### src/rtl/i2c_pkg.sv
// Shared I2C definitions: target FSM states and the default bus address
// used by both the master and the target.
package i2c_pkg;

    typedef enum logic [2:0] {
        ST_IDLE,
        ST_ADDR,
        ST_ADDR_ACK,
        ST_TX,
        ST_TX_ACK,
        ST_RX,
        ST_RX_ACK
    } state_e;

    localparam logic [6:0] I2C_SLAVE_ADDR = 7'b1100101;

endpackage

### src/rtl/i2c_bus_monitor.sv
// Registers the bus lines and flags scl edges and START/STOP conditions
// relative to the previous sys_clk sample.
module i2c_bus_monitor (
    input  logic sys_clk,
    input  logic sys_rst,
    input  logic scl,
    input  logic sda,
    output logic rise,
    output logic fall,
    output logic start,
    output logic stop
);

    logic scl_q, scl_d;
    logic sda_q, sda_d;

    always_comb begin
        scl_d = scl;
        sda_d = sda;
    end

    always_ff @(posedge sys_clk) begin
        if (sys_rst) begin
            scl_q <= 1'b1;
            sda_q <= 1'b1;
        end else begin
            scl_q <= scl_d;
            sda_q <= sda_d;
        end
    end

    // sda moving while scl rises is data, so START/STOP need scl high twice
    always_comb begin
        rise  = !scl_q & scl;
        fall  = scl_q & !scl;
        start = scl_q & scl & sda_q & !sda;
        stop  = scl_q & scl & !sda_q & sda;
    end

endmodule

### src/rtl/i2c_slave_responder.sv
// I2C target: address match with ACK, read bytes from tx_data and
// write bytes delivered on rx_data with a one-cycle valid strobe.
module i2c_slave_responder
    import i2c_pkg::*;
#(
    parameter logic [6:0] SLAVE_ADDR = I2C_SLAVE_ADDR,
    parameter bit         ACK_EN     = 1'b1
) (
    input  logic       sys_clk,
    input  logic       sys_rst,
    input  logic       scl,
    input  logic       sda,
    output logic       sda_slave,
    input  logic [7:0] tx_data,
    output logic       tx_req,
    output logic [7:0] rx_data,
    output logic       rx_valid,
    output logic       addr_match,
    output logic       rw,
    output logic       busy
);

    localparam logic ACK_LVL = ACK_EN ? 1'b0 : 1'b1;

    logic rise, fall, start, stop;

    state_e     state_q, state_d;
    logic [7:0] shift_q, shift_d;
    logic [3:0] cnt_q, cnt_d;
    logic       phase_q, phase_d;
    logic       sda_slave_q, sda_slave_d;
    logic [7:0] rx_data_q, rx_data_d;
    logic       rx_valid_q, rx_valid_d;
    logic       tx_req_q, tx_req_d;
    logic       addr_match_q, addr_match_d;
    logic       rw_q, rw_d;
    logic       busy_q, busy_d;

    i2c_bus_monitor u_mon (
        .sys_clk (sys_clk),
        .sys_rst (sys_rst),
        .scl     (scl),
        .sda     (sda),
        .rise    (rise),
        .fall    (fall),
        .start   (start),
        .stop    (stop)
    );

    always_comb begin
        state_d      = state_q;
        shift_d      = shift_q;
        cnt_d        = cnt_q;
        phase_d      = phase_q;
        sda_slave_d  = sda_slave_q;
        rx_data_d    = rx_data_q;
        rx_valid_d   = 1'b0;
        tx_req_d     = 1'b0;
        addr_match_d = 1'b0;
        rw_d         = rw_q;
        busy_d       = busy_q;
        if (start) begin
            state_d     = ST_ADDR;
            cnt_d       = 4'd0;
            phase_d     = 1'b0;
            sda_slave_d = 1'b1;
            busy_d      = 1'b0;
        end else if (stop) begin
            state_d     = ST_IDLE;
            cnt_d       = 4'd0;
            phase_d     = 1'b0;
            sda_slave_d = 1'b1;
            busy_d      = 1'b0;
        end else begin
            unique case (state_q)
                ST_ADDR: begin
                    if (rise) begin
                        shift_d = {shift_q[6:0], sda};
                        cnt_d   = cnt_q + 4'd1;
                        if (cnt_q == 4'd7) begin
                            cnt_d = 4'd0;
                            if (shift_q[6:0] == SLAVE_ADDR) begin
                                addr_match_d = 1'b1;
                                rw_d         = sda;
                                busy_d       = 1'b1;
                                phase_d      = 1'b0;
                                state_d      = ST_ADDR_ACK;
                            end else begin
                                state_d = ST_IDLE;
                            end
                        end
                    end
                end
                ST_ADDR_ACK: begin
                    if (fall && !phase_q) begin
                        sda_slave_d = ACK_LVL;
                        phase_d     = 1'b1;
                    end else if (fall) begin
                        phase_d = 1'b0;
                        cnt_d   = 4'd0;
                        if (rw_q) begin
                            shift_d     = tx_data;
                            tx_req_d    = 1'b1;
                            sda_slave_d = tx_data[7];
                            state_d     = ST_TX;
                        end else begin
                            sda_slave_d = 1'b1;
                            state_d     = ST_RX;
                        end
                    end
                end
                ST_TX: begin
                    if (fall) begin
                        if (cnt_q == 4'd7) begin
                            sda_slave_d = 1'b1;
                            cnt_d       = 4'd0;
                            phase_d     = 1'b0;
                            state_d     = ST_TX_ACK;
                        end else begin
                            shift_d     = {shift_q[6:0], 1'b0};
                            sda_slave_d = shift_q[6];
                            cnt_d       = cnt_q + 4'd1;
                        end
                    end
                end
                ST_TX_ACK: begin
                    if (rise && sda) begin
                        busy_d  = 1'b0;
                        state_d = ST_IDLE;
                    end else if (rise) begin
                        phase_d = 1'b1;
                    end else if (fall && phase_q) begin
                        shift_d     = tx_data;
                        tx_req_d    = 1'b1;
                        sda_slave_d = tx_data[7];
                        cnt_d       = 4'd0;
                        phase_d     = 1'b0;
                        state_d     = ST_TX;
                    end
                end
                ST_RX: begin
                    if (rise) begin
                        shift_d = {shift_q[6:0], sda};
                        cnt_d   = cnt_q + 4'd1;
                        if (cnt_q == 4'd7) begin
                            rx_data_d  = {shift_q[6:0], sda};
                            rx_valid_d = 1'b1;
                            cnt_d      = 4'd0;
                            phase_d    = 1'b0;
                            state_d    = ST_RX_ACK;
                        end
                    end
                end
                ST_RX_ACK: begin
                    if (fall && !phase_q) begin
                        sda_slave_d = ACK_LVL;
                        phase_d     = 1'b1;
                    end else if (fall) begin
                        sda_slave_d = 1'b1;
                        phase_d     = 1'b0;
                        cnt_d       = 4'd0;
                        state_d     = ST_RX;
                    end
                end
                default: begin
                    state_d = ST_IDLE;
                end
            endcase
        end
    end

    always_ff @(posedge sys_clk) begin
        if (sys_rst) begin
            state_q      <= ST_IDLE;
            shift_q      <= 8'h00;
            cnt_q        <= 4'd0;
            phase_q      <= 1'b0;
            sda_slave_q  <= 1'b1;
            rx_data_q    <= 8'h00;
            rx_valid_q   <= 1'b0;
            tx_req_q     <= 1'b0;
            addr_match_q <= 1'b0;
            rw_q         <= 1'b0;
            busy_q       <= 1'b0;
        end else begin
            state_q      <= state_d;
            shift_q      <= shift_d;
            cnt_q        <= cnt_d;
            phase_q      <= phase_d;
            sda_slave_q  <= sda_slave_d;
            rx_data_q    <= rx_data_d;
            rx_valid_q   <= rx_valid_d;
            tx_req_q     <= tx_req_d;
            addr_match_q <= addr_match_d;
            rw_q         <= rw_d;
            busy_q       <= busy_d;
        end
    end

    assign sda_slave  = sda_slave_q;
    assign rx_data    = rx_data_q;
    assign rx_valid   = rx_valid_q;
    assign tx_req     = tx_req_q;
    assign addr_match = addr_match_q;
    assign rw         = rw_q;
    assign busy       = busy_q;

endmodule

### config.mk
export PLATFORM = sky130hd
export DESIGN_NAME = i2c_slave_responder
export DESIGN_NICKNAME = d
export VERILOG_FILES = /design/src/rtl/i2c_pkg.sv /design/src/rtl/i2c_bus_monitor.sv /design/src/rtl/i2c_slave_responder.sv
export SDC_FILE = /design/constraint.sdc
export NUM_CORES = 1
export LEC_CHECK = 0
export ABC_AREA = 1
export BUFFER_PORTS_ARGS = -buffer_cell sky130_fd_sc_hd__buf_2
export CAP_MARGIN = 20
export CORE_ASPECT_RATIO = 0.9
export CORE_UTILIZATION = 58
export CTS_CLUSTER_SIZE = 12
export DETAILED_ROUTE_END_ITERATION = 6
export GPL_TIMING_DRIVEN = 0
export PLACE_DENSITY = 0.83
export SYNTH_ARGS = -nofsm -noshare
export SYNTH_HDL_FRONTEND = slang
export SYNTH_SLANG_ARGS = --single-unit
### constraint.sdc
create_clock -name sys_clk -period 2.4 [get_ports sys_clk]
set_input_delay 0.24 -clock sys_clk [delete_from_list [all_inputs] [get_ports sys_clk]]
set_output_delay 0.24 -clock sys_clk [all_outputs]
set_load 0.03 [all_outputs]
; ---- Word level (Yosys, flattened, before mapping)
; Index checks and enable logic that the tools add are counted.
[totals]
register_bits = 31
in_bits = 12
wordCells = 175
[classes]
addsub = 1
n_eq_ne = 46
n_mux = 74
bitwise = 13
reduce_logical = 27
[ops]
columns = op, count
row1 = $mux W7, 9
row2 = $mux W3, 14
row3 = $ne A4 B4 Y1 const B, 10
row4 = $ne A2 B2 Y1 const B, 18
row5 = $reduce_and A12 Y1, 3
row6 = $mux W1, 35
row7 = $mux W4, 8
row8 = $pmux W7 S4, 1
row9 = $pmux W3 S6, 1
row10 = $pmux W4 S4, 1
row11 = $ne A3 B3 Y1 const B, 5
row12 = $reduce_bool A4 Y1, 3
row13 = $ne A5 B5 Y1 const B, 2
row14 = $reduce_and A5 Y1, 2
row15 = $eq A3 B3 Y1 const B, 3
row16 = $reduce_and A9 Y1, 1
row17 = $reduce_and A8 Y1, 1
row18 = $and A1 B1 Y1, 7
row19 = $eq A7 B7 Y1 const B, 1
row20 = $reduce_and A7 Y1, 1
row21 = $eq A3 B2 Y1 const B, 2
row22 = $not A1 Y1, 6
row23 = $reduce_and A6 Y1, 1
row24 = $reduce_or A6 Y1, 1
row25 = 16 further kinds, 25

; ---- Longest topological paths before layout
[depth]
word_depth = 9
mapped_depth = 12
mapped_depth_nobuf = 12

; ---- Modules after synthesis
; Synthesis repeated with hierarchy kept, for this count alone.
[unflattened]
hier_cells = 306
hier_area_um2 = 1873.0
[modules_own_cells]
columns = module, instances, cells_each, area_per_inst_um2, seq_area_each_um2
row1 = i2c_slave_responder, 1, 290, 1780.5, 580.6
row2 = i2c_bus_monitor, 1, 16, 92.6, 40.0

; ---- Least setup slack after synthesis
; Ideal clock, no wire load.
[synth_path]
kind = reg2reg
from = register rw_q, in the netlist rw
to = register shift_q[0]
setup_time_ns = 0.113
arrival_ns = 1.281
t_required_ns = 2.287
slack_ns = 1.006
stages_incl_launch_ff = 8
n_path_buf = 1
period_less_slack_ns = 1.394
cell_sequence = dfxtp_1 > inv_1 > o21ai_0 > o21ai_0 > nand3b_4 > buf_6 > nor2_1 > nor2_1
[synth_via]
elab_chain_len = 2
[synth_lines]
columns = element, line
row1 = from (decl), i2c_slave_responder.sv:36  ; logic rw_q, rw_d;
row2 = from (signal assigned), i2c_slave_responder.sv:195  ; rw_q <= rw_d;
row3 = $ne A2 B2 Y1 (no line), n/a
row4 = $reduce_and A12 Y1 (no line), n/a
row5 = to (signal assigned), i2c_slave_responder.sv:187  ; shift_q <= shift_d;
row6 = to (decl), i2c_slave_responder.sv:28  ; logic [7:0] shift_q, shift_d;
; No other way between the ends.
; A chain may end at the register's enable or synchronous reset.

; ---- Worst setup path after layout
[layout_path]
from = register cnt_q[0]
to = register rx_data_q[6], in the netlist rx_data[6]
[layout_via]
elab_chain_len = 2
[layout_lines]
columns = element, line
row1 = from (decl), i2c_slave_responder.sv:29  ; logic [3:0] cnt_q, cnt_d;
row2 = from (signal assigned), i2c_slave_responder.sv:188  ; cnt_q <= cnt_d;
row3 = $eq A4 B3 Y1, i2c_slave_responder.sv:145  ; if (cnt_q == 4'd7) begin
row4 = $reduce_and A5 Y1 (no line), n/a
row5 = to (signal assigned), i2c_slave_responder.sv:191  ; rx_data_q <= rx_data_d;
row6 = to (decl), i2c_slave_responder.sv:32  ; logic [7:0] rx_data_q, rx_data_d;
; No other way between the ends.

==> run summary <==
outcome -> complete, no violations
Critical R2R Launch -> cnt_q[0]
Post-synth EDFFs -> 0
Synth Net Count -> 282
Critical R2R Capture -> rx_data[6]
Worst-Margin Slew -> 0.439 ns
critical path class -> register to register
critical-path maximum fanout -> 10
Yosys reg bits -> 31
vias per cell -> 5.32
post-CTS sizing -> 0
crit path buf inv count -> 2
IO buf count -> 25
post-synthesis sequential area ratio -> 35.0%
Comb pwr share -> 46.2%
Leak -> 1.05 nW
clock tree buffer depth -> 2
first-pass GRT wire length -> 6.46 mm
Clk pwr share -> 21.4%
register share of total power -> 32.3%
vias in the first global route -> 1504
Int Pwr -> 1.17 mW
CTS tree -> done
TritonCTS Buffers -> 5
cell area after synthesis -> 1770 um2
routability cong. -> 1.02
std cell rows -> 18
P_sw -> 0.840 mW
clock transition at the registers of the reported paths -> 0.10 ns
core box area -> 2820 um2
pin count of the biggest net entering global routing -> 11
# DRC -> 0
Root Driver -> clkbuf_4
post-route antenna net violation count -> 0
Die Area -> 3280 um2
Achievable Freq -> 0.604 GHz
wire per inst -> 11.9 um
post-layout util -> 72.2%
synth warn -> 0
critical path data arrival time -> 1.92 ns
Initial Util -> 62.9%
htree depth -> 2
Max-slew headroom -> 70.7%
shortest period the worst path allows -> 1.66 ns
Setup TNS -> 0 ns
Post-Syn Instances -> 269
hold depth -> 2
Sw Ratio -> 41.7%
Main synth FF type -> dfxtp_1
Total Wirelength -> 4.08 mm
Crit path max-delay family -> simple AND/OR/NAND/NOR gates
Via Count -> 1819
CP Launch Type -> register
period utilization -> 69.0%
count of cell types in the netlist -> 25
global route overflow -> 0
setup bufs post-CTS -> 0
fin nets -> 314
Hold Path Class -> input port to register
Setup Skew -> 0.00786 ns
DPL Wire Length -> 3.10 mm
final-report hold violation count -> 0
cell accounting for the most synthesized area -> dfxtp_1
Pre-Repair DR Iteration Count -> 6
Hold EP -> rx_valid
# hold bufs at CTS -> 0
ys async rst share -> 0%
worst-path cell chain -> ha_1 -> nand3b_1 -> nor2_1 -> nand2_1 -> inv_2 -> buf_2 -> o21ai_0 -> a21oi_1
hold slack final -> 0.0820 ns
post-route total power -> 2.01 mW
CTS sink cnt -> 31
fraction of layout cells with a size suffix above 1 -> 20.9%
die width -> 60.3 um
power density over cell area -> 991 nW/um2
Filler cells -> 274
GRT Util Overall -> 27.3%
ant diodes -> 0
reg2reg path depth -> 8
Max stage delay on crit path -> 0.39 ns
I/O Pins -> 26
initial antenna violation count -> 0
Clk Latency, worst-skew pair -> 0.33 ns
Area Overhead vs Synth -> 14.8%
CP max stage cell -> dfxtp_1
Die H -> 54.4 um
setup violators final -> 0
min-delay src -> sys_rst
Crit. End Element -> register
Peak VDD IR -> 0.000555 V
Max Cap Viol -> 0
pins over their slew limit -> 0
RSZ-0062 raised after global routing -> false
R2R Setup Slk -> 0.74 ns
Yosys top cell area share -> 35.0%
most area-consuming cells after synthesis -> dfxtp_1 (35%), nand2_1 (15%), nor2_1 (8.9%)
initial DRC count -> 194
mean post-synth cell area -> 6.59 um2
Critical Path RT -> 2.67 ns
## layer usage
| metal | GRT usage (%) | vias to the layer above | share of wire, % |
|---|---|---|---|
| li1 | - | 933 | - |
| met1 | 32.9 | 796 | 43 |
| met2 | 47.3 | 79 | 48 |
| met3 | 8.04 | 11 | 7.3 |
| met4 | 7.36 | 0 | 1.5 |
| met5 | 0 | - | 0 |
## metrics by stage
step / area (um2) / setup slack (ns) / std cells
after global routing: 2030 / 0.561 / 342
after global placement: 1950 / 0.618 / 334
after CTS: 2030 / 0.760 / 342
after floorplan: 1770 / 1.01 / 269
after detailed placement: 1950 / 0.621 / 334
final: 2030 / 0.744 / 342
## worst max-delay path by stage
| stage | startpoint | end | cells past startpoint | slack (ns) |
|---|---|---|---|---|
| final | cnt_q[0] | rx_data[6] | 8 | 0.74 |
| after global routing | cnt_q[0] | rx_data[5] | 8 | 0.56 |
| after CTS | cnt_q[0] | rx_data[5] | 8 | 0.76 |
| after detailed placement | sda | tx_req | 7 | 0.62 |
| after global placement | sda | tx_req | 7 | 0.62 |
| after floorplan | rw | shift_q[0] | 7 | 1.01 |
## area by class of cell
class / count / area, um2 / area share, %
Multi-Input combinational cell: 204 / 1010 / 49.5
Sequential cell: 31 / 621 / 30.5
Timing Repair Buffer: 25 / 125 / 6.15
Inverter: 30 / 113 / 5.54
Clock buffer: 6 / 51.3 / 2.52
Tap cell: 40 / 50.0 / 2.46
Clock inverter: 2 / 35.0 / 1.72
Buffer: 4 / 32.5 / 1.60
## cell usage after synthesis, types with 4 or more instances
cell type / number
nand2_1: 72
nor2_1: 42
dfxtp_1: 31
a21oi_1: 23
inv_1: 21
o21ai_0: 18
nand3_1: 16
inv_2: 9
mux2_2: 6
nor3_1: 5
nand3b_1: 4
nor2_2: 4
## kinds of logic after synthesis
group | Yosys count | share of synthesized area, %
and+or+nand+nor | 152 | 38.8
DFF | 31 | 35.0
adders and majority gates | 1 | 0.706
AOI/OAI and AO/OA | 43 | 12.4
muxes | 6 | 3.81
buffers and inverters | 34 | 8.19
xor gates and xnor gates | 2 | 0.989
## layout by cell type (no fill, tap or decap), types with 2 or more instances in the layout
cell	n
nand2_1	72
nor2_1	42
dfxtp_1	31
buf_2	27
a21oi_1	23
inv_1	21
o21ai_0	18
nand3_1	16
inv_2	9
mux2_2	6
nor3_1	5
clkbuf_4	5
nor2_2	4
nand3b_1	4
buf_6	2
nand2_4	2
xor2_1	2
nand4_1	2
## power groups by stage
stage	sequential (mW)	clock (mW)	combinational, mW
after floorplan	0.661	0	0.741
after global placement	0.661	0	0.903
after detailed placement	0.662	0	0.915
after CTS	0.650	0.434	0.922
after global routing	0.662	0.457	1.06
final	0.651	0.432	0.931
## state kept, by name (all words and copies together), names as in the netlist
name	count
u_mon.sda_q	1
rw	1
addr_match	1
rx_data	8
busy	1
u_mon.scl_q	1
rx_valid	1
sda_slave	1
tx_req	1
state_q	3
shift_q	7
phase_q	1
cnt_q	4
## worst reg2reg max path: cells and delay by family (launching register included)
| kind | cells | cell delay, ns |
|---|---|---|
| simple gates | 3 | 0.47 |
| flops | 1 | 0.39 |
| buf+inv | 2 | 0.32 |
| compound gates | 2 | 0.22 |
| fa+ha+maj | 1 | 0.21 |
No activity file was read; power rests on OpenSTA's default activity.
